[src/rtl/pipelined_result_rounder.sv]
// Two-stage IEEE-style result rounder (5 modes, inexact/overflow flags); 2-cycle latency, 1/cycle, valid/ready stall holds both stages.
// Optional saturating status counters are compiled in with `define ROUNDER_STATUS_COUNTERS_EN.
module pipelined_result_rounder #(
  parameter int EXPONENT_WIDTH = 8,
  parameter int MANTISSA_WIDTH = 23,
  parameter int ROUNDING_BITS  = 3,
  parameter int COUNTER_WIDTH  = 16
) (
  input  logic                      clk,
  input  logic                      rst,
  input  logic                      in_valid,
  output logic                      in_ready,
  input  logic                      in_sign,
  input  logic [EXPONENT_WIDTH-1:0] in_exponent,
  input  logic [MANTISSA_WIDTH-1:0] in_mantissa,
  input  logic [ROUNDING_BITS-1:0]  in_rounding_bits,
  input  logic [2:0]                in_rounding_mode,
  output logic                      out_valid,
  input  logic                      out_ready,
  output logic                      out_sign,
  output logic [EXPONENT_WIDTH-1:0] out_exponent,
  output logic [MANTISSA_WIDTH-1:0] out_mantissa,
  output logic                      out_inexact,
  output logic                      out_overflow
`ifdef ROUNDER_STATUS_COUNTERS_EN
  ,
  output logic [COUNTER_WIDTH-1:0]  inexact_count,
  output logic [COUNTER_WIDTH-1:0]  overflow_count
`endif
);

  localparam logic [2:0] MODE_RTZ = 3'b001;
  localparam logic [2:0] MODE_RDN = 3'b010;
  localparam logic [2:0] MODE_RUP = 3'b011;
  localparam logic [2:0] MODE_RMM = 3'b100;

  // Stage-1 payload: mantissa already incremented, carry kept in the top bit.
  typedef struct packed {
    logic                      sign;
    logic [EXPONENT_WIDTH-1:0] exponent;
    logic [MANTISSA_WIDTH:0]   mant_sum;
    logic                      inexact;
  } s1_t;

  logic s1_valid;
  logic s2_valid;
  logic s1_adv;
  logic s2_adv;
  s1_t  s1_d;
  s1_t  s1_q;

  logic guard;
  logic sticky;
  logic special;
  logic inexact_raw;
  logic round_up;

  assign s2_adv    = !s2_valid || out_ready;
  assign s1_adv    = !s1_valid || s2_adv;
  assign in_ready  = s1_adv;
  assign out_valid = s2_valid;

  always_comb begin
    guard       = in_rounding_bits[ROUNDING_BITS-1];
    sticky      = |in_rounding_bits[ROUNDING_BITS-2:0];
    special     = &in_exponent;
    inexact_raw = guard | sticky;
    case (in_rounding_mode)
      MODE_RTZ: round_up = 1'b0;
      MODE_RDN: round_up = inexact_raw & in_sign;
      MODE_RUP: round_up = inexact_raw & !in_sign;
      MODE_RMM: round_up = guard;
      default:  round_up = guard & (sticky | in_mantissa[0]);
    endcase
    // Inf/NaN pass through untouched and never raise flags.
    if (special) begin
      round_up    = 1'b0;
      inexact_raw = 1'b0;
    end
    s1_d.sign     = in_sign;
    s1_d.exponent = in_exponent;
    s1_d.mant_sum = {1'b0, in_mantissa} + (MANTISSA_WIDTH+1)'(round_up);
    s1_d.inexact  = inexact_raw;
  end

  always_ff @(posedge clk or posedge rst) begin
    if (rst) begin
      s1_valid <= 1'b0;
      s1_q     <= '0;
    end else if (s1_adv) begin
      s1_valid <= in_valid;
      if (in_valid) s1_q <= s1_d;
    end
  end

  logic                      carry;
  logic [EXPONENT_WIDTH-1:0] exp_inc;
  logic [EXPONENT_WIDTH-1:0] exp_nxt;
  logic [MANTISSA_WIDTH-1:0] mant_nxt;
  logic                      ovf_nxt;

  always_comb begin
    carry   = s1_q.mant_sum[MANTISSA_WIDTH];
    exp_inc = s1_q.exponent + EXPONENT_WIDTH'(1);
    if (carry) begin
      exp_nxt  = exp_inc;
      mant_nxt = '0;
      ovf_nxt  = &exp_inc;
    end else begin
      exp_nxt  = s1_q.exponent;
      mant_nxt = s1_q.mant_sum[MANTISSA_WIDTH-1:0];
      ovf_nxt  = 1'b0;
    end
  end

  always_ff @(posedge clk or posedge rst) begin
    if (rst) begin
      s2_valid     <= 1'b0;
      out_sign     <= 1'b0;
      out_exponent <= '0;
      out_mantissa <= '0;
      out_inexact  <= 1'b0;
      out_overflow <= 1'b0;
    end else if (s2_adv) begin
      s2_valid <= s1_valid;
      if (s1_valid) begin
        out_sign     <= s1_q.sign;
        out_exponent <= exp_nxt;
        out_mantissa <= mant_nxt;
        out_inexact  <= s1_q.inexact;
        out_overflow <= ovf_nxt;
      end
    end
  end

`ifdef ROUNDER_STATUS_COUNTERS_EN
  // Counted on the output handshake so a stalled result is counted once.
  always_ff @(posedge clk or posedge rst) begin
    if (rst) begin
      inexact_count  <= '0;
      overflow_count <= '0;
    end else if (s2_valid && out_ready) begin
      if (out_inexact && !(&inexact_count))   inexact_count  <= inexact_count + COUNTER_WIDTH'(1);
      if (out_overflow && !(&overflow_count)) overflow_count <= overflow_count + COUNTER_WIDTH'(1);
    end
  end
`endif

endmodule
[config.mk]
export PLATFORM = sky130hd
export DESIGN_NAME = pipelined_result_rounder
export DESIGN_NICKNAME = d
export VERILOG_FILES = /design/src/rtl/pipelined_result_rounder.sv
export SDC_FILE = /design/constraint.sdc
export NUM_CORES = 1
export LEC_CHECK = 0
export ABC_AREA = 1
export CORE_ASPECT_RATIO = 0.9
export CORE_MARGIN = 4
export CORE_UTILIZATION = 53
export CTS_BUF_LIST = sky130_fd_sc_hd__clkbuf_8
export DETAILED_ROUTE_END_ITERATION = 16
export GPL_TIMING_DRIVEN = 0
export HOLD_SLACK_MARGIN = 0.15
export PLACE_DENSITY_LB_ADDON = 0.2
export SLEW_MARGIN = 5
export SYNTH_ARGS = -nofsm -noshare
export SYNTH_HDL_FRONTEND = slang
export SYNTH_SLANG_ARGS = --single-unit
[constraint.sdc]
create_clock -name clk -period 3.2 [get_ports clk]
set_input_delay 0.96 -clock clk [delete_from_list [all_inputs] [get_ports clk]]
set_output_delay 0.96 -clock clk [all_outputs]
set_load 0.03 [all_outputs]
==> metrics.md <==
| Metric | Value |
|---|---|
| P_leak | 2.161 nW |
| Layout Area Growth over Synthesis | 30.58% |
| Worst Tran Pin Value | 0.8667 ns |
| Total routed wirelength | 9.271 mm |
| Via total after detailed routing | 3337 |
| Maxcap violations | 0 |
| Cell class contributing the biggest share of worst-path delay | simple AND/OR/NAND/NOR gates |
| TritonCTS clock tree | yes |
| Worst slew margin relative to its limit | 42.22% |
| Required time at the endpoint of the critical path | 3.49 ns |
| Core ar. | 6586 µm² |
| Reg clk slew, reported paths | 0.08 ns |
| CTS H-tree lvls | 3 |
| Ratio of cells with drive above 1 in the final layout | 8.909% |
| Fraction of synthesized cell area taken by the top area cell type | 48.93% |
| Post-CTS setup repair buffer count | 0 |
| Via density per instance | 5.214 |
| Final Skew | 0.007486 ns |
| Cell type with the largest total area after synthesis | sky130_fd_sc_hd__dfrtp_1 |
| Run status | complete, no violations |
| Antenna violations before repair | 0 |
| Maximum number of pins on one net before global-route repair | 71 |
| Number of global-route vias before repair | 3275 |
| Initial DRC count | 252 |
| Buffer type at the clock tree root | sky130_fd_sc_hd__clkbuf_8 |
| Clock latency on the worst-skew pair | 0.35 ns |
| Class of the most critical hold timing path | flop to flop |
| Peak VDD IR | 0.0003965 V |
| Minimum period implied by the final worst setup slack | 3.032 ns |
| Post-synthesis instance area | 3580 µm² |
| Most common cell on crit path | sky130_fd_sc_hd__nand2_1 |
| Most used cells in the layout excluding fill and tap cells | 172 x sky130_fd_sc_hd__nand2_1, 76 x sky130_fd_sc_hd__clkdlybuf4s50_1, 70 x sky130_fd_sc_hd__dfrtp_1 |
| Number of buffers added by the clock tree synthesis step | 9 |
| Final Hold Vio Count | 0 |
| Cells on Worst Hold Path | 2 |
| Multi-input combinational cell area | 1639 µm² |
| Maximum number of buffers from clock root to sink | 2 |
| Maximum clock rate | 0.3298 GHz |
| Final number of setup-violating endpoints | 0 |
| Count of cells along the worst register-to-register path | 4 |
| Part of the Yosys area used for sequential elements | 48.93% |
| Number of standard-cell rows in the floorplan | 28 |
| Final core utilization | 70.97% |
| Die boundary width | 94.63 µm |
| Crit path arrival time | 3.32 ns |
| Count of pins over their slew limit | 0 |
| PwrDens | 622.0 nW/µm² |
| Net Count, Synth | 504 |
| Largest fanout of any net on the critical path | 5 |
| Unrepaired setup endpoints after global routing | false |
| Synthesized area per cell | 7.833 µm² |
| Drc violations | 0 |
| Stage delay of the slowest cell on the critical path | 0.44 ns |
| Number of sinks driven by the clock tree | 70 |
| Detail-routed net length per standard cell | 14.49 µm |
| Number of ports placed on the die boundary | 78 |
| Startpoint type of the worst setup path | input port |
| Cells after synthesis | 457 |
| Detailed-routing iteration count for the pre-antenna-repair pass | 5 |
| Number of diodes | 0 |
| Post-route worst hold slack | 0.4860 ns |
| Initial core utilization | 54.35% |
| Classification of the worst setup path | input port to flop |
| Sequential Area | 1752 µm² |
| Period utilization | 94.75% |
| Nature of the critical path endpoint | flop |
| Final RePlAce weighted congestion | 0.9122 |
| Depth of the critical timing path with buffers and inverters included | 15 |
| Final #Nets | 592 |
| Chain of cells forming the critical path | clkdlybuf4s50_1 -> nor2_1 -> nand2_1 -> nand2_1 -> o211ai_1 -> a21oi_2 -> ha_1 -> ha_1 -> nand2_1 -> nor2_4 -> nand2_4 -> nor2_2 -> xor2_1 -> nand2_1 -> nand2_1 |
| Vert. Die Dim | 85.97 µm |
| Yosys warning total | 0 |
| Number of library cell types mapped by synthesis | 30 |
| Leading cell types by total area after synthesis | sky130_fd_sc_hd__dfrtp_1 49%, sky130_fd_sc_hd__nand2_1 18%, sky130_fd_sc_hd__o21ai_0 5.3%, sky130_fd_sc_hd__nand3_1 3.2%, sky130_fd_sc_hd__inv_1 3.1% |
| Global-route wire length before repair | 15.58 mm |
| Buf+Inv Stages, Crit Path | 1 |
| Global-route total usage across every layer | 24.75% |
| GR Overflow Total | 0 |
| Crit path max-delay cell type | sky130_fd_sc_hd__clkdlybuf4s50_1 |
| Final antenna-violating net count | 0 |
| Dpl hpwl | 7.051 mm |
| Commonest non-fill, non-tap cell in the layout | sky130_fd_sc_hd__nand2_1 |
| Filler instances | 566 |
| #FFs+latches synth | 70 |
| Die footprint | 8135 µm² |
| # port buffers | 77 |
state kept, by name (all words and copies together) (netlist names):
| name | flops |
|---|---|
| out_sign | 1 |
| s1_q | 33 |
| out_mantissa | 23 |
| s1_valid | 1 |
| out_inexact | 1 |
| out_overflow | 1 |
| out_exponent | 8 |
| carry | 1 |
| out_valid | 1 |
repair_timing:
action / 4_1_cts / 5_1_grt
endpoints found under the hold margin: 0 / 0
gates cloned: 0 / 0
setup endpoints to repair: 1 / 2
hold buffers: 0 / 0
resized for setup: 1 / 1
cell families after synthesis:
kind of cell,Yosys count,share of synthesized area (%)
AO/OA/AOI/OAI,61,9.228
XOR/XNOR,12,2.936
flip-flops,70,48.93
adder cells (fa/ha/maj),5,1.748
buffers and inverters,48,5.383
AND/OR/NAND/NOR,261,31.77
per-layer routing:
layer  GRT usage [%]  up-vias  routed length (µm)
li1                -     1642                   -
met3           5.789       11                 561
met4           7.602        0                 131
met1           34.55     1575                4255
met2           38.41      109                4322
met5               0        -                   0
synthesized netlist by cell type:
library cell and count:
sky130_fd_sc_hd__a21oi_1 9, sky130_fd_sc_hd__buf_2 7, sky130_fd_sc_hd__buf_4 1, sky130_fd_sc_hd__clkbuf_1 8
sky130_fd_sc_hd__dfrtp_1 70, sky130_fd_sc_hd__ha_1 5, sky130_fd_sc_hd__inv_1 30, sky130_fd_sc_hd__inv_2 2
sky130_fd_sc_hd__nand2_1 172, sky130_fd_sc_hd__nand2_2 4, sky130_fd_sc_hd__nand2_4 1, sky130_fd_sc_hd__nand3_1 23
sky130_fd_sc_hd__nand3_2 2, sky130_fd_sc_hd__nand3b_1 2, sky130_fd_sc_hd__nand4_1 10, sky130_fd_sc_hd__nor2_1 29
sky130_fd_sc_hd__nor2_2 7, sky130_fd_sc_hd__nor2_4 5, sky130_fd_sc_hd__nor3_1 3, sky130_fd_sc_hd__o211ai_1 1
sky130_fd_sc_hd__o21ai_0 38, sky130_fd_sc_hd__o21ai_1 4, sky130_fd_sc_hd__o21bai_1 2, sky130_fd_sc_hd__o22a_1 1
sky130_fd_sc_hd__o22ai_1 1, sky130_fd_sc_hd__o31ai_1 5, sky130_fd_sc_hd__or2_2 2, sky130_fd_sc_hd__or3_1 1
sky130_fd_sc_hd__xnor2_1 2, sky130_fd_sc_hd__xor2_1 10
report_power, final:
group	switching [mW]	leakage (nW)	internal (mW)
clock network	0.353	0.103	0.385
registers	0.113	0.863	1.08
logic	0.587	1.20	0.392
total	1.05	2.16	1.85
worst paths after layout:
check / endpoint / startpoint / slack (ns)
worst min-delay path: s1_q[2]$_DFFE_PP0P_ / s1_q[2]$_DFFE_PP0P_ / 0.49
worst max register to register: out_mantissa[6]$_DFFE_PP0P_ / carry$_DFFE_PP0P_ / 1.74
min in group asynchronous: out_mantissa[19]$_DFFE_PP0P_ / rst / 1.15
max in group asynchronous: s1_q[25]$_DFFE_PP0P_ / rst / 1.47
worst max-delay path: s1_q[17]$_DFFE_PP0P_ / in_rounding_mode[0] / 0.17
worst min register to register: s1_q[2]$_DFFE_PP0P_ / s1_q[2]$_DFFE_PP0P_ / 0.49
area by class of cell:
cell class / instances / share of cell area [%]
flip-flops and latches: 70 / 37.47
multi-input cells: 339 / 35.06
repair buffers: 77 / 16.46
clock buffers: 10 / 2.944
inverters: 32 / 2.623
well taps: 90 / 2.409
plain buffers: 16 / 1.552
clock inverters: 6 / 1.472
worst register-to-register path, delay by kind of cell (launching register included):
kind	cells	cell delay, ns
buf+inv	2	0.60
flops	1	0.43
compound gates	1	0.23
simple gates	1	0.11
through the flow:
stage | std cells | setup slack, ns | total power [mW] | instance area (µm²) | setup TNS (ns)
6_report | 640 | 0.1681 | 2.908 | 4674 | 0
5_1_grt | 640 | 0.02420 | 3.068 | 4674 | 0
4_1_cts | 640 | 0.1574 | 2.925 | 4671 | 0
3_5_place_dp | 624 | -0.1461 | 2.189 | 4466 | -0.3870
3_3_place_gp | 624 | -0.6260 | 2.160 | 4463 | -43.74
2_1_floorplan | 457 | 0.4718 | 1.745 | 3580 | 0
Note: power is estimated with default switching activity, not from simulation.
